## src/rtl/sata_rx_prim_decode_if.sv

```systemverilog
// ---------------------------------------------------------------------------
// sata_rx_prim_decode_if
//   Bundle between the PHY receive path and the link layer, passing through
//   the primitive decoder.
//
//   PHY side   : linkup, rxdata[31:0], rxdatak
//   Link side  : prim_vld, prim_code[3:0], data_vld, data_out[31:0],
//                cont_active, prim_err
//   Statistics : err_cnt[ERRCNT_W-1:0], align_cnt[ALIGNCNT_W-1:0]
//
//   Modports:
//     master - the upstream side (PHY model / bench). It drives the receive
//              stream and observes the decoded results.
//     slave  - the decoder. It consumes the stream and drives the results.
// ---------------------------------------------------------------------------
interface sata_rx_prim_decode_if #(
  parameter int ERRCNT_W   = 8,
  parameter int ALIGNCNT_W = 16
) ();

  logic                  linkup;
  logic [31:0]           rxdata;
  logic                  rxdatak;

  logic                  prim_vld;
  logic [3:0]            prim_code;
  logic                  data_vld;
  logic [31:0]           data_out;
  logic                  cont_active;
  logic                  prim_err;
  logic [ERRCNT_W-1:0]   err_cnt;
  logic [ALIGNCNT_W-1:0] align_cnt;

  modport master (
    output linkup, rxdata, rxdatak,
    input  prim_vld, prim_code, data_vld, data_out,
    input  cont_active, prim_err, err_cnt, align_cnt
  );

  modport slave (
    input  linkup, rxdata, rxdatak,
    output prim_vld, prim_code, data_vld, data_out,
    output cont_active, prim_err, err_cnt, align_cnt
  );

endinterface

```

## src/rtl/sata_rx_prim_decode.sv

```systemverilog
// ---------------------------------------------------------------------------
// sata_rx_prim_decode
//   Receive-side primitive decoder sitting directly behind one PHY port.
//   Every dword received on clk_75m is classified as a SATA primitive or as
//   FIS data. ALIGNs are dropped and counted. CONT runs are expanded so the
//   link layer sees exactly one event per dword: the primitive that preceded
//   the CONT is repeated for every scrambled junk dword that follows it.
//   Results are registered, so input at cycle n shows up at cycle n+1.
//
// Ports
//   clk_75m   - PHY clock, the only clock
//   host_rst  - synchronous, active-high reset
//   bus       - sata_rx_prim_decode_if.slave
//               in : linkup, rxdata[31:0] (byte0 in [7:0]), rxdatak
//               out: prim_vld, prim_code[3:0], data_vld, data_out[31:0],
//                    cont_active, prim_err (1-cycle pulse),
//                    err_cnt (saturating prim_err count),
//                    align_cnt (saturating dropped-ALIGN count)
// ---------------------------------------------------------------------------
module sata_rx_prim_decode #(
  parameter int C_ERRCNT_W   = 8,
  parameter int C_ALIGNCNT_W = 16
) (
  input  logic                  clk_75m,
  input  logic                  host_rst,
  sata_rx_prim_decode_if.slave  bus
);

  // Primitive codes presented to the link layer.
  typedef enum logic [3:0] {
    P_NONE    = 4'd0,
    P_SYNC    = 4'd1,
    P_X_RDY   = 4'd2,
    P_R_RDY   = 4'd3,
    P_SOF     = 4'd4,
    P_EOF     = 4'd5,
    P_HOLD    = 4'd6,
    P_HOLDA   = 4'd7,
    P_R_IP    = 4'd8,
    P_R_OK    = 4'd9,
    P_R_ERR   = 4'd10,
    P_WTRM    = 4'd11,
    P_DMAT    = 4'd12,
    P_PMREQ   = 4'd13,
    P_UNKNOWN = 4'd15
  } prim_e;

  // Full 32-bit primitive encodings (byte0 is the K28.x character).
  localparam logic [31:0] W_ALIGN   = 32'h7B4A_4ABC;
  localparam logic [31:0] W_SYNC    = 32'hB5B5_957C;
  localparam logic [31:0] W_X_RDY   = 32'h5757_B57C;
  localparam logic [31:0] W_R_RDY   = 32'h4A4A_957C;
  localparam logic [31:0] W_SOF     = 32'h3737_B57C;
  localparam logic [31:0] W_EOF     = 32'hD5D5_B57C;
  localparam logic [31:0] W_HOLD    = 32'hD5D5_AA7C;
  localparam logic [31:0] W_HOLDA   = 32'h9595_AA7C;
  localparam logic [31:0] W_R_IP    = 32'h5555_B57C;
  localparam logic [31:0] W_R_OK    = 32'h3535_B57C;
  localparam logic [31:0] W_R_ERR   = 32'h5656_B57C;
  localparam logic [31:0] W_WTRM    = 32'h5858_B57C;
  localparam logic [31:0] W_DMAT    = 32'h3636_B57C;
  localparam logic [31:0] W_PMREQ_P = 32'h1717_B57C;
  localparam logic [31:0] W_PMREQ_S = 32'h7575_957C;
  localparam logic [31:0] W_CONT    = 32'h9999_AA7C;

  // Only primitives that the transmitter may legally repeat with CONT can
  // be expanded. SOF/EOF/DMAT are single-shot, and NONE/UNKNOWN give no
  // usable history, so a CONT after any of those is a protocol error.
  function automatic logic cont_allowed(input prim_e p);
    case (p)
      P_SYNC, P_X_RDY, P_R_RDY, P_HOLD, P_HOLDA,
      P_R_IP, P_R_OK, P_R_ERR, P_WTRM, P_PMREQ: cont_allowed = 1'b1;
      default:                                  cont_allowed = 1'b0;
    endcase
  endfunction

  // -------------------------------------------------------------------------
  // Decode of the current input dword
  // -------------------------------------------------------------------------
  prim_e k_code;
  logic  is_align;
  logic  is_cont;

  always_comb begin
    // NOTE: every signal assigned here gets a default first, so no path can
    // leave it unassigned and infer a latch.
    k_code   = P_UNKNOWN;
    is_align = 1'b0;
    is_cont  = 1'b0;
    case (bus.rxdata)
      W_ALIGN:             is_align = 1'b1;
      W_CONT:              is_cont  = 1'b1;
      W_SYNC:              k_code   = P_SYNC;
      W_X_RDY:             k_code   = P_X_RDY;
      W_R_RDY:             k_code   = P_R_RDY;
      W_SOF:               k_code   = P_SOF;
      W_EOF:               k_code   = P_EOF;
      W_HOLD:              k_code   = P_HOLD;
      W_HOLDA:             k_code   = P_HOLDA;
      W_R_IP:              k_code   = P_R_IP;
      W_R_OK:              k_code   = P_R_OK;
      W_R_ERR:             k_code   = P_R_ERR;
      W_WTRM:              k_code   = P_WTRM;
      W_DMAT:              k_code   = P_DMAT;
      W_PMREQ_P, W_PMREQ_S: k_code  = P_PMREQ;
      default:             k_code   = P_UNKNOWN;
    endcase
  end

  // -------------------------------------------------------------------------
  // Registered state and outputs
  // -------------------------------------------------------------------------
  prim_e                   last_prim;
  logic                    cont_active_q;
  logic                    prim_vld_q;
  prim_e                   prim_code_q;
  logic                    data_vld_q;
  logic [31:0]             data_out_q;
  logic                    prim_err_q;
  logic [C_ERRCNT_W-1:0]   err_cnt_q;
  logic [C_ALIGNCNT_W-1:0] align_cnt_q;

  logic last_ok;
  logic k_seen;
  logic err_now;

  assign last_ok = cont_allowed(last_prim);
  assign k_seen  = bus.linkup && bus.rxdatak;

  // A decode error is either a CONT with no repeatable history or a K dword
  // that matches nothing. Computed once so the pulse and the counter agree.
  assign err_now = k_seen && !is_align &&
                   ((is_cont && !last_ok) || (!is_cont && k_code == P_UNKNOWN));

  always_ff @(posedge clk_75m) begin
    if (host_rst) begin
      last_prim     <= P_NONE;
      cont_active_q <= 1'b0;
      prim_vld_q    <= 1'b0;
      prim_code_q   <= P_NONE;
      data_vld_q    <= 1'b0;
      data_out_q    <= '0;
      prim_err_q    <= 1'b0;
      err_cnt_q     <= '0;
      align_cnt_q   <= '0;
    end else begin
      // NOTE: state is updated with non-blocking assignments so every
      // right-hand side reads the pre-edge value, whatever the statement order.
      prim_vld_q  <= 1'b0;
      prim_code_q <= P_NONE;
      data_vld_q  <= 1'b0;
      prim_err_q  <= err_now;

      if (!bus.linkup) begin
        // Link lost: forget all history so the first dword after linkup
        // returns is decoded from scratch. Counters hold.
        cont_active_q <= 1'b0;
        last_prim     <= P_NONE;
      end else if (!bus.rxdatak) begin
        if (cont_active_q) begin
          // Scrambled junk inside a CONT run stands in for the repeated
          // primitive; it is never passed on as data.
          if (last_ok) begin
            prim_vld_q  <= 1'b1;
            prim_code_q <= last_prim;
          end
        end else begin
          data_vld_q <= 1'b1;
          data_out_q <= bus.rxdata;
        end
      end else if (is_align) begin
        // ALIGN is transparent: CONT run and history are left untouched.
        if (align_cnt_q != '1) begin
          align_cnt_q <= align_cnt_q + C_ALIGNCNT_W'(1);
        end
      end else if (is_cont) begin
        // Enter (or stay in) suppression even for an illegal CONT, so the
        // junk that follows is not mistaken for FIS data.
        cont_active_q <= 1'b1;
        if (last_ok) begin
          prim_vld_q  <= 1'b1;
          prim_code_q <= last_prim;
        end
      end else begin
        prim_vld_q    <= 1'b1;
        prim_code_q   <= k_code;
        last_prim     <= k_code;
        cont_active_q <= 1'b0;
      end

      if (err_now && err_cnt_q != '1) begin
        err_cnt_q <= err_cnt_q + C_ERRCNT_W'(1);
      end
    end
  end

  assign bus.prim_vld    = prim_vld_q;
  assign bus.prim_code   = prim_code_q;
  assign bus.data_vld    = data_vld_q;
  assign bus.data_out    = data_out_q;
  assign bus.cont_active = cont_active_q;
  assign bus.prim_err    = prim_err_q;
  assign bus.err_cnt     = err_cnt_q;
  assign bus.align_cnt   = align_cnt_q;

endmodule
```

## src/flat_wrapper.sv

```systemverilog
// flat-port wrapper written by rule: the top's interface ports become plain ports
module sata_rx_prim_decode_flat 
#(
  parameter int C_ERRCNT_W   = 8,
  parameter int C_ALIGNCNT_W = 16
)
  (clk_75m, host_rst, bus_linkup, bus_rxdata, bus_rxdatak, bus_prim_vld, bus_prim_code, bus_data_vld, bus_data_out, bus_cont_active, bus_prim_err, bus_err_cnt, bus_align_cnt);
  sata_rx_prim_decode_if bus_i ();
  input  logic clk_75m;
  input  logic host_rst;
  input wire logic [$bits(bus_i.linkup)-1:0] bus_linkup;
  input wire logic [$bits(bus_i.rxdata)-1:0] bus_rxdata;
  input wire logic [$bits(bus_i.rxdatak)-1:0] bus_rxdatak;
  output wire logic [$bits(bus_i.prim_vld)-1:0] bus_prim_vld;
  output wire logic [$bits(bus_i.prim_code)-1:0] bus_prim_code;
  output wire logic [$bits(bus_i.data_vld)-1:0] bus_data_vld;
  output wire logic [$bits(bus_i.data_out)-1:0] bus_data_out;
  output wire logic [$bits(bus_i.cont_active)-1:0] bus_cont_active;
  output wire logic [$bits(bus_i.prim_err)-1:0] bus_prim_err;
  output wire logic [$bits(bus_i.err_cnt)-1:0] bus_err_cnt;
  output wire logic [$bits(bus_i.align_cnt)-1:0] bus_align_cnt;
  assign bus_i.linkup = bus_linkup;
  assign bus_i.rxdata = bus_rxdata;
  assign bus_i.rxdatak = bus_rxdatak;
  assign bus_prim_vld = bus_i.prim_vld;
  assign bus_prim_code = bus_i.prim_code;
  assign bus_data_vld = bus_i.data_vld;
  assign bus_data_out = bus_i.data_out;
  assign bus_cont_active = bus_i.cont_active;
  assign bus_prim_err = bus_i.prim_err;
  assign bus_err_cnt = bus_i.err_cnt;
  assign bus_align_cnt = bus_i.align_cnt;
  sata_rx_prim_decode #(.C_ERRCNT_W(C_ERRCNT_W), .C_ALIGNCNT_W(C_ALIGNCNT_W)) u_core (.clk_75m(clk_75m), .host_rst(host_rst), .bus(bus_i));
endmodule
```

## config.mk

```make
export PLATFORM = sky130hd
export DESIGN_NAME = sata_rx_prim_decode_flat
export DESIGN_NICKNAME = d
export VERILOG_FILES = /design/src/rtl/sata_rx_prim_decode_if.sv /design/src/rtl/sata_rx_prim_decode.sv /design/src/flat_wrapper.sv
export SDC_FILE = /design/constraint.sdc
export NUM_CORES = 1
export LEC_CHECK = 0
export BUFFER_PORTS_ARGS = -buffer_cell sky130_fd_sc_hd__buf_2
export CORE_ASPECT_RATIO = 1.4
export CORE_UTILIZATION = 54
export CTS_BUF_LIST = sky130_fd_sc_hd__clkbuf_8
export DETAILED_ROUTE_END_ITERATION = 7
export PLACE_DENSITY = 0.94
export SYNTH_ARGS = -nofsm -noshare
export SYNTH_HDL_FRONTEND = slang
export SYNTH_SLANG_ARGS = --single-unit
```

## constraint.sdc

```tcl
create_clock -name clk_75m -period 3.3 [get_ports clk_75m]
set_clock_uncertainty 0.1 [all_clocks]
set_input_delay 0.33 -clock clk_75m [delete_from_list [all_inputs] [get_ports clk_75m]]
set_output_delay 0.33 -clock clk_75m [all_outputs]
set_load 0.005 [all_outputs]
```

[Word level (Yosys, flattened, before mapping)]
Memories as Yosys holds them, arrays and structs flattened. A register that Yosys moved wholly into a read port is not among the register bits.
Index checks and enable logic that the tools add are counted.
Storage, ports and cells
  register bits after elaboration: 68
  ROM bits: 16
  word-level logic and storage cells: 70
  memories: 1
Operators by class
  add/sub/neg operators: 2
  equal/unequal tests: 19
  mux-type cells: 17
  bitwise gates (word level): 5
  reductions and logical operators: 17
Memory list
  (name not given): depth 16, width 1, rd ports 1, clocked after memory_dff 1, wr ports 0, RTL line sata_rx_prim_decode.sv:70  | case (p)
Operators with widths (number)
  == test 32 x 31 -> 1 bit (second input constant): 7
  == test 32 bit (second input constant): 5
  == test 32 x 30 -> 1 bit (second input constant): 3
  one-hot mux 4 bit (13 select lines): 1
  == test 32 x 29 -> 1 bit (second input constant): 1
  two-way mux 4 bit: 7
  adder 16 x 1 -> 16 bit (second input constant): 1
  inequality test 16 bit (second input constant): 1
  two-way mux 1 bit: 9
  adder 8 x 1 -> 8 bit (second input constant): 1
  inequality test 8 bit (second input constant): 1
  logical AND 1 bit: 6
  AND reduction 3 bit: 2
  NOT 1 bit: 5
  == test 4 bit (second input constant): 1
  AND reduction 4 bit: 1
  OR reduction 2 bit: 2
  zero test 1 bit: 3
  OR reduction 3 bit: 1
  AND reduction 2 bit: 1
  logical OR 1 bit: 1

[Logic depth before layout (Yosys ltp)]
Gate-level depths: netlist of run 1.
  depth in word-level cells: 8
  gate-level depth with buffers: 10
  gate-level depth less buffers: 9

[Least setup slack after synthesis of run 1]
OpenSTA, ideal clock, no wires.
  path kind: input-to-reg
  start point: in bus_rxdata[13]
  end point: reg u_core.align_cnt_q[5] (netlist: u_core.bus.align_cnt[5])
  library setup time: 70 ps
  arrival time: 2490 ps
  data required time: 3130 ps
  path slack: 640 ps
  cell stages on the path: 9
  path buffers: 2
  cell sequence: buf_6 -> or4_4 -> nor4_4 -> nand4_2 -> a41oi_4 -> nand4_2 -> buf_6 -> or3_1 -> a21oi_1
Between the ends
  word-level cells in the longest chain between the ends: 3
RTL lines
  from (decl): RTL line flat_wrapper.sv:12  | input wire logic [$bits(bus_i.rxdata)-1:0] bus_rxdata;
  == test 32 x 31 -> 1 bit: RTL line sata_rx_prim_decode.sv:90  | case (bus.rxdata)
  two-way mux 1 bit: RTL line sata_rx_prim_decode.sv:90
  AND reduction 4 bit (no line)
  to (signal assigned): RTL line sata_rx_prim_decode.sv:174  | align_cnt_q <= align_cnt_q + C_ALIGNCNT_W'(1);
  to (decl): RTL line sata_rx_prim_decode.sv:121  | logic [C_ALIGNCNT_W-1:0] align_cnt_q;
Every way passes these cells.
A chain may end at the register's enable or synchronous reset.

[Worst setup path in the final report of run 1]
  start point: in bus_rxdata[10]
  end point: reg u_core.align_cnt_q[13] (netlist: u_core.bus.align_cnt[13])
Same word-level chain as after synthesis.

==> results.cfg, run 1 <==
[synth]
synth-seq-area-share_pct = 40.4
synth-seq-cells = 69
synthFlopType = dfxtp_1
synth_warnings = 0
syn_nets = 461
yosysTopAreaCell = dfxtp_1
synth_cell_type_count = 62
synth_top_area_share_pct = 40.4
synth_edf_count = 0
synth.most_common_cell = nand2_1
syn_area_um2 = 3420
syn-instance-count = 423
syn_area_per_cell_um2 = 8.09
synthArstFlopShare_pct = 0
synth.top_cells.by_count = 90 x nand2_1, 69 x dfxtp_1, 50 x a21oi_1
synth.area.top_cells = dfxtp_1 40%, nand2_1 9.9%, a21oi_1 7.3%

[global_route]
antenna_found_initial = 0
groute.usage.overall_pct = 30.6
grt-ovfl-total = 0
grt_pass1_vias = 3460
grt_max_degree = 61
grt_pass1_wl_mm = 16.0

[floorplan]
fp.dieH_um = 96.2
pin_count = 100
fp.dieW_um = 69.3
initial_utilization_pct = 57.2
dieArea_um2 = 6660
rows = 33
core_area_um2 = 5990

[timing]
relSlewSlack_pct = 23.6
tns_ns = 0
fmax_mhz = 369
fin_crit_ns = 2.71
grt_setup_unrepaired = false
setup_viol = 0
tightest_slew_ns = 1.14
fin_crit_sh_pct = 82.1
hold_viol = 0
drv_slew = 0

[clock_tree]
cts_buffers = 9
cts_setup_buffers = 0
cts.repair.resized = 0
postCtsHoldBufs = 0
htreeDepth = 3
clk_latency_ns = 0.35
root_buffer = clkbuf_8
clk_pin_slew_ns = 0.07
cts_tree = done
clock_sinks = 69
clockBufferDepth = 2

[pwr]
p_int_mw = 1.45
clockPowerShare_pct = 44.9
p_switching_uw = 450
power.leakage_nw = 1.80
finalPower_mw = 1.90
pwr-share-seq_pct = 46.0
comb_power_share_pct = 9.1
ir_worst_vdd_mv = 0.208
power_density_nw_per_um2 = 450
p_sw_share_pct = 23.7

[cells_and_area]
num_antenna_cells = 0
fin_cells = 599
nFillCells = 475
nNetsFinal = 562
area_growth_syn_to_layout_pct = 23.4
drive_above_1_share_pct = 27.4

[hold_path]
hold_path_depth = 3
worstHoldStart = bus_rxdata[1]
hold_class = in -> reg
hold-path-endpoint = u_core.bus.data_out[1]

[detailed_routing]
totalWireLength_mm = 9.98
via_per_inst = 6.09
dr_wl_met2_mm = 5.35
first_pass_iters = 5
dr_wl_met3_um = 551
vias = 3647
highest_layer = met4
drcViolationCount = 0
wl_met1_mm = 3.73
routedWlPerCell_um = 16.7
dr.first_iter.drc_count = 260
drtAntennaViolNets = 0

[setup_path]
critPathArrivalTime_ns = 2.89
cp_data_required_time_ns = 3.48
reg2reg_depth = 7
crit_fanout = 11
startpoint_type = primary input
crit_type = in -> reg
r2r-start = u_core.bus.align_cnt[6]
cp-end-kind = flip-flop
r2r_slack_ns = 0.73
r2r_end = u_core.bus.align_cnt[13]
worstSetupStartpoint = bus_rxdata[10]

[place]
gp_congestion = 0.967
hpwl_mm = 7.20
numPortBuffers = 99
placed_cells = 583

[run_status]
outcome = completed

[run]
maxCapViolations = 0
==> layout make-up <==
type,count,area (um2),share of cell area [%]
Sequential cell,69,1380,32.7
Timing Repair Buffer,107,556,13.2
Clock inverter,6,111,2.64
Multi-Input combinational cell,328,1910,45.3
Inverter,9,33.8,0.800
Clock buffer,10,138,3.26
Tap cell,70,87.6,2.07
==> metrics by stage <==
| stage | instance area (um2) | setup slack, ns | util, % | hold slack (ns) |
|---|---|---|---|---|
| 3_5_place_dp | 3970 | 0.279 | 66.4 | 0.341 |
| 6_report | 4220 | 0.591 | 70.5 | 0.130 |
| 2_1_floorplan | 3420 | 0.640 | - | 0.323 |
| 3_3_place_gp | 3970 | 0.323 | 66.4 | 0.339 |
| 4_1_cts | 4220 | 0.630 | 70.5 | 0.122 |
| 5_1_grt | 4220 | 0.406 | 70.5 | 0.123 |
==> state kept, by name, indices dropped and copies added, names as in the netlist <==
name and flops:
u_core.bus.align_cnt 16, u_core.bus.cont_active 1, u_core.bus.data_out 32, u_core.bus.data_vld 1, u_core.bus.err_cnt 8, u_core.bus.prim_code 4, u_core.bus.prim_err 1, u_core.bus.prim_vld 1
u_core.last_ok 1, u_core.last_prim 4
==> layout by cell type, fill, tap and decap left out, types with 2 or more instances in the layout <==
master,count
or4_1,2
nand4_2,2
buf_4,8
xnor2_1,9
o22ai_1,4
a21o_1,6
buf_2,99
nor4_4,2
o21ai_0,14
mux2i_1,2
nand2b_1,2
nand4bb_1,6
inv_1,10
nand4_1,12
nand3_1,9
nor2b_1,5
xor2_1,2
and4_1,6
or3_1,5
nand4b_1,2
and4_2,2
and3_2,2
clkbuf_8,10
nor2_1,34
clkinv_4,2
or3b_2,2
nor3_1,13
mux2_2,2
nand2_1,90
ha_1,2
and2_1,2
bufinv_16,3
and3_1,5
nor4bb_1,2
a21oi_1,50
dfxtp_1,69
or2_2,2
nor4_1,5
==> power groups by stage <==
stage / clock [mW] / combinational [mW] / sequential (mW)
4_1_cts: 0.862 / 0.171 / 0.873
6_report: 0.852 / 0.173 / 0.874
3_3_place_gp: 0 / 0.163 / 0.892
5_1_grt: 0.897 / 0.189 / 0.876
3_5_place_dp: 0 / 0.168 / 0.893
2_1_floorplan: 0 / 0.0874 / 0.894
==> worst max-delay path, stage by stage <==
cell     delay, ns
buf_2         0.11
or4bb_2       0.69
nor4_4        0.32
nand4_2       0.17
a41oi_4       0.32
nand4_2       0.29
or3_2         0.48
a21oi_1       0.16
==> logic make-up (layout without fill, tap and decap cells) <==
family / count (synthesis) / in the layout / share of synthesized area (%)
AO/OA/AOI/OAI: 89 / 89 / 15.6
XOR/XNOR: 11 / 11 / 2.82
multiplexers: 4 / 4 / 1.24
buffers and inverters: 26 / 132 / 3.69
adder cells (fa/ha/maj): 2 / 2 / 0.731
AND/OR/NAND/NOR: 222 / 222 / 35.5
flip-flops: 69 / 69 / 40.4
==> how the worst max path moves through the flow <==
stage | end | slack, ns
2_1_floorplan | u_core.bus.align_cnt[5] | 0.64
3_3_place_gp | u_core.bus.align_cnt[13] | 0.32
3_5_place_dp | u_core.bus.align_cnt[13] | 0.28
4_1_cts | u_core.bus.align_cnt[13] | 0.63
5_1_grt | u_core.bus.align_cnt[13] | 0.41
6_report | u_core.bus.align_cnt[13] | 0.59
==> layer usage <==
metal / GRT usage (%) / up-vias
met3: 7.96 / 36
met5: 0 / -
met4: 16.3 / 0
met1: 31.6 / 1734
met2: 56.7 / 161
li1: - / 1716
Note: power is estimated with default switching activity, not from simulation.
==> inputs of run 2 (changes only) <==
--- a/config.mk
+++ b/config.mk
@@ -5,12 +5,13 @@
 export SDC_FILE = /design/constraint.sdc
 export NUM_CORES = 1
 export LEC_CHECK = 0
+export ABC_AREA = 1
 export BUFFER_PORTS_ARGS = -buffer_cell sky130_fd_sc_hd__buf_2
 export CORE_ASPECT_RATIO = 1.4
-export CORE_UTILIZATION = 54
+export CORE_UTILIZATION = 49
 export CTS_BUF_LIST = sky130_fd_sc_hd__clkbuf_8
 export DETAILED_ROUTE_END_ITERATION = 7
-export PLACE_DENSITY = 0.94
+export PLACE_DENSITY = 0.89
 export SYNTH_ARGS = -nofsm -noshare
 export SYNTH_HDL_FRONTEND = slang
 export SYNTH_SLANG_ARGS = --single-unit
==> constraint.sdc (replaced) <==
create_clock -name clk_75m -period 2.4 [get_ports clk_75m]
set_clock_uncertainty 0.1 [all_clocks]
set_input_delay 0.24 -clock clk_75m [delete_from_list [all_inputs] [get_ports clk_75m]]
set_output_delay 0.24 -clock clk_75m [all_outputs]
set_load 0.005 [all_outputs]
==> results.cfg, run 2 <==
[synth]
synthFlopType = dfxtp_1
synth-simple-area-share_pct = 38.3
synth_xor_area_share_pct = 2.82
yosysTopAreaCell = dfxtp_1
synth_top_area_share_pct = 37.1
synth_top_family_by_area = simple AND/OR/NAND/NOR gates
synth-seq-area-share_pct = 37.1
synth.area.top_cells = dfxtp_1 37%, nand2_1 15%, nor2_1 9.7%
synthArstFlopShare_pct = 0
synth.most_common_cell = nand2_1
syn-instance-count = 577
synth_adder_area_share_pct = 0.672
synth_edf_count = 0
syn_area_per_cell_um2 = 6.46
syn_nets = 615
synth_warnings = 0
synth-seq-cells = 69
synthMuxAreaShare_pct = 0
synth.top_cells.by_count = 145 x nand2_1, 96 x nor2_1, 69 x dfxtp_1
synth-compound-area-share_pct = 12.4
synth_cell_type_count = 32
syn_area_um2 = 3720

[hold_path]
hold_path_depth = 3
hold_class = in -> reg
worstHoldStart = bus_rxdata[4]
hold-path-endpoint = u_core.bus.data_out[4]

[timing]
grt_setup_unrepaired = false
tns_ns = 0
fin_crit_ns = 1.99
fin_crit_sh_pct = 82.9
setup_ws_ns = 0.410
tightest_slew_ns = 0.515
drv_slew = 0
relSlewSlack_pct = 65.5
fmax_mhz = 502
setup_viol = 0
hold_viol = 0

[pwr]
ir_worst_vdd_mv = 0.403
p_sw_share_pct = 26.4
power.leakage_nw = 2.26
p_switching_uw = 617
pwr-share-seq_pct = 52.3
power_density_nw_per_um2 = 520
clockPowerShare_pct = 36.2
p_int_mw = 1.72
comb_power_share_pct = 11.5

[setup_path]
worst_path_dominant_cell_family = simple AND/OR/NAND/NOR gates
crit_buf_inv = 2
crit_fanout = 8
cp-end-kind = flip-flop
cpPeakStageDelay_ns = 0.39
cp_slowest_cell = dfxtp_1
cp_data_required_time_ns = 2.57
r2r_slack_ns = 0.41
critPathArrivalTime_ns = 2.17
crit_chain = ha_1, inv_1, nor4_1, nand3_1, nand3_2, buf_4, nand2_1, a21oi_1
crit_type = reg -> reg
r2r-start = u_core.bus.align_cnt[1]
r2r_end = u_core.bus.align_cnt[12]
path_depth = 8
startpoint_type = flip-flop
reg2reg_depth = 8

[place]
pre_cts_ws_ns = 0.276
hpwl_mm = 7.71
placed_cells = 764
gp_congestion = 0.949
numPortBuffers = 99

[clock_tree]
cts_tree = done
clk_latency_ns = 0.35
postCtsHoldBufs = 0
cts.repair.resized = 0
clockBufferDepth = 2
clk_pin_slew_ns = 0.07
htreeDepth = 3
cts_setup_buffers = 0
clock_sinks = 69
cts_buffers = 9
root_buffer = clkbuf_8

[floorplan]
rows = 37
pin_count = 100
fp.dieW_um = 75.7
initial_utilization_pct = 50.6
fp.dieH_um = 105
core_area_um2 = 7360
dieArea_um2 = 7960

[cells_and_area]
nNetsFinal = 716
area_growth_syn_to_layout_pct = 20.8
largest_reg_flops = 32
final_common_cell = nand2_1
drive_above_1_share_pct = 23.1
fin_cells = 780
final_core_util_pct = 61.1
num_antenna_cells = 0
nFillCells = 668
final_cell_mix = 145 x nand2_1, 99 x buf_2, 96 x nor2_1

[detailed_routing]
via_per_inst = 5.16
dr.first_iter.drc_count = 154
drtAntennaViolNets = 0
routedWlPerCell_um = 12.6
totalWireLength_mm = 9.84
vias = 4021
drcViolationCount = 0
first_pass_iters = 5

[global_route]
grt_max_degree = 33
groute.usage.overall_pct = 26.5
grt-ovfl-total = 0
antenna_found_initial = 0
grt_pass1_wl_mm = 16.2
grt_pass1_vias = 3834

[run]
maxCapViolations = 0

[run_status]
outcome = completed
## run 2: cell types whose count changed after synthesis, moves of 12 or more
cell / change
nor2_1: +62
inv_1: +49
nand3_1: +18
o21ai_0: +26
nand2_1: +55
nand2_2: +12
## run 2: logic make-up after synthesis
family	after synthesis
adders and majority gates	2
and+or+nand+nor	322
DFF	69
AOI/OAI and AO/OA	90
buffers and inverters	82
xor gates and xnor gates	12
## run 2: power by group through the flow
stage                     Combinational (mW)  Sequential (mW)  Clock, mW
after floorplan                        0.139             1.25          0
after global placement                 0.259             1.24          0
after detailed placement               0.269             1.25          0
after CTS                              0.270             1.22      0.866
after global routing                   0.303             1.23      0.921
final                                  0.269             1.22      0.847
## run 2: cell type report
| cell class | instances | area (um2) | share of cell area (%) |
|---|---|---|---|
| repair buffers | 105 | 541 | 12.0 |
| multi-input cells | 426 | 2020 | 44.9 |
| flip-flops and latches | 69 | 1380 | 30.7 |
| clock buffers | 11 | 151 | 3.36 |
| clock inverters | 5 | 26.3 | 0.584 |
| well taps | 97 | 121 | 2.70 |
| inverters | 67 | 256 | 5.70 |
## run 2: worst register-to-register path, cell delays in order, from the launching register on
cell	delay, ns
dfxtp_1	0.39
ha_1	0.20
inv_1	0.07
nor4_1	0.39
nand3_1	0.20
nand3_2	0.18
buf_4	0.19
nand2_1	0.06
a21oi_1	0.14
## run 2: how the worst max path moves through the flow
stage                             from                        to  slack, ns
3_3_place_gp             bus_rxdata[8]     u_core.bus.err_cnt[4]       0.33
6_report       u_core.bus.align_cnt[1]  u_core.bus.align_cnt[12]       0.41
4_1_cts        u_core.bus.align_cnt[1]   u_core.bus.align_cnt[9]       0.43
3_5_place_dp             bus_rxdata[8]     u_core.bus.err_cnt[7]       0.28
2_1_floorplan  u_core.bus.align_cnt[0]   u_core.bus.align_cnt[8]       0.66
5_1_grt        u_core.bus.align_cnt[1]  u_core.bus.align_cnt[13]       0.26
## run 2: layer usage
metal  routed length, um  vias up  track usage [%]
li1                    -     2042                -
met2                5190      128             47.1
met3                 499       25             6.46
met4                 274        0             14.0
met5                   0        -                0
met1                3880     1826             27.4
## run 2: stage by stage
stage / hold slack (ns) / instance area (um2) / power [mW]
6_report: 0.0340 / 4500 / 2.34
3_5_place_dp: 0.369 / 4320 / 1.52
5_1_grt: 0.0323 / 4500 / 2.45
2_1_floorplan: 0.268 / 3720 / 1.39
3_3_place_gp: 0.355 / 4320 / 1.50
4_1_cts: 0.0168 / 4500 / 2.36
==> inputs of run 3 (changes only) <==
==> constraint.sdc (replaced) <==
create_clock -name clk_75m -period 1.83 [get_ports clk_75m]
set_clock_uncertainty 0.1 [all_clocks]
set_input_delay 0.183 -clock clk_75m [delete_from_list [all_inputs] [get_ports clk_75m]]
set_output_delay 0.183 -clock clk_75m [all_outputs]
set_load 0.005 [all_outputs]
==> results.cfg, run 3 (synthesized netlist as in run 2, its figures left out) <==
[timing]
relSlewSlack_pct = 65.3
fmax_mhz = 590
fin_crit_ns = 1.70
drv_slew = 0
setup_viol = 0
setup_ws_ns = 0.134
tightest_slew_ns = 0.518
hold_viol = 0
fin_crit_sh_pct = 92.7

[pwr]
comb_power_share_pct = 12.8
p_switching_uw = 824
power.leakage_nw = 2.46
p_int_mw = 2.32
finalPower_mw = 3.14
power_density_nw_per_um2 = 648
pwr-share-seq_pct = 51.0
p_sw_share_pct = 26.2
ir_worst_vdd_mv = 0.463
clockPowerShare_pct = 36.2

[cells_and_area]
final_cell_mix = 145 x nand2_1, 99 x buf_2, 93 x nor2_1
design_area_um2 = 4850
drive_above_1_share_pct = 26.2
largest_reg_flops = 32
final_core_util_pct = 65.9
nNetsFinal = 751
num_antenna_cells = 0
final_common_cell = nand2_1
area_growth_syn_to_layout_pct = 30.2

[setup_path]
crit_end = u_core.bus.align_cnt[14]
r2r_end = u_core.bus.align_cnt[14]
r2r-start = u_core.bus.align_cnt[5]
r2r_slack_ns = 0.13
critPathArrivalTime_ns = 1.88
cp-end-kind = flip-flop
crit_chain = nand4_1, nor4_4, nand3_1, nand3_2, buf_12, nand2_1, a21oi_1
cpPeakStageDelay_ns = 0.44
crit_fanout = 13
worstSetupStartpoint = u_core.bus.align_cnt[5]
cp_slowest_cell = dfxtp_1
cp_data_required_time_ns = 2.02
worst_path_dominant_cell_family = simple AND/OR/NAND/NOR gates
crit_buf_inv = 1
path_depth = 7
crit_type = reg -> reg
reg2reg_depth = 7
startpoint_type = flip-flop

[detailed_routing]
routedWlPerCell_um = 13.3
vias = 4283
via_per_inst = 5.26
first_pass_iters = 5
drcViolationCount = 0
drtAntennaViolNets = 0
totalWireLength_mm = 10.8
dr.first_iter.drc_count = 156

[global_route]
grt-ovfl-total = 0
grt_pass1_wl_mm = 17.6
grt_pass1_vias = 4199
grt_max_degree = 40
groute.usage.overall_pct = 29.0
antenna_found_initial = 0

[floorplan]
dieArea_um2 = 7960
core_area_um2 = 7360
rows = 37
pin_count = 100
initial_utilization_pct = 50.6
fp.dieW_um = 75.7
fp.dieH_um = 105

[hold_path]
hold_class = in -> reg

[clock_tree]
cts_tree = done
root_buffer = clkbuf_8
clock_sinks = 69
clk_pin_slew_ns = 0.07
clk_latency_ns = 0.36
cts_buffers = 9
cts_setup_buffers = 0
clockBufferDepth = 2
htreeDepth = 3

[place]
numPortBuffers = 99
placed_cell_area_um2 = 4530
gp_congestion = 0.907
hpwl_mm = 8.13
pre_cts_ws_ns = -0.0889

[run]
maxCapViolations = 0

[run_status]
outcome = completed
run 3: power groups by stage:
stage               Clock, mW  Sequential (mW)  Combinational (mW)
floorplan                   0             1.64               0.182
global placement            0             1.63               0.363
detailed placement          0             1.63               0.378
CTS                      1.15             1.60               0.396
global route             1.21             1.61               0.449
finish                   1.14             1.60               0.402
run 3: worst min path at each step:
stage / start / endpoint / cells past startpoint
detailed placement: bus_rxdata[4] / u_core.bus.data_out[4] / 3
floorplan: bus_rxdata[30] / u_core.bus.data_out[30] / 2
finish: bus_rxdata[6] / u_core.bus.data_out[6] / 3
global placement: bus_rxdata[2] / u_core.bus.data_out[2] / 3
CTS: bus_rxdata[6] / u_core.bus.data_out[6] / 3
global route: bus_rxdata[8] / u_core.bus.data_out[8] / 3
run 3: stage by stage:
stage	instances	TNS (ns)	hold WS, ns
final	814	0	0.00781
after floorplan	577	0	0.211
after global placement	789	-0.0967	0.330
after global routing	814	-0.00600	0.0312
after CTS	814	0	0.000837
after detailed placement	789	-0.538	0.337
run 3: layout make-up:
cell class,count,area (um2)
clock inverters,3,12.5
flip-flops and latches,69,1380
clock buffers,12,165
well taps,97,121
inverters,67,256
multi-input cells,426,2060
fillers,645,2510
repair buffers,140,853
run 3: routing by layer:
layer  up-vias  global-route usage (%)  part of all wire [%]
met1      1955                    28.4                    38
met4         0                    15.7                   3.6
li1       2109                       -                     -
met3        39                    6.08                   5.5
met2       180                    53.7                    53
met5         -                       0                     0
run 3: worst min-delay path, delay by kind of cell:
| family | cells | cell delay, ns |
|---|---|---|
| AND/OR/NAND/NOR | 2 | 0.14 |
| buffers and inverters | 1 | 0.11 |
run 3: what timing repair did:
| item | CTS | global route |
|---|---|---|
| pin swaps | 0 | 0 |
| endpoints found under the hold margin | 10 | 0 |
| gates resized for setup | 1 | 8 |
| hold buffers | 10 | 0 |
| endpoints found under the setup margin | 1 | 18 |
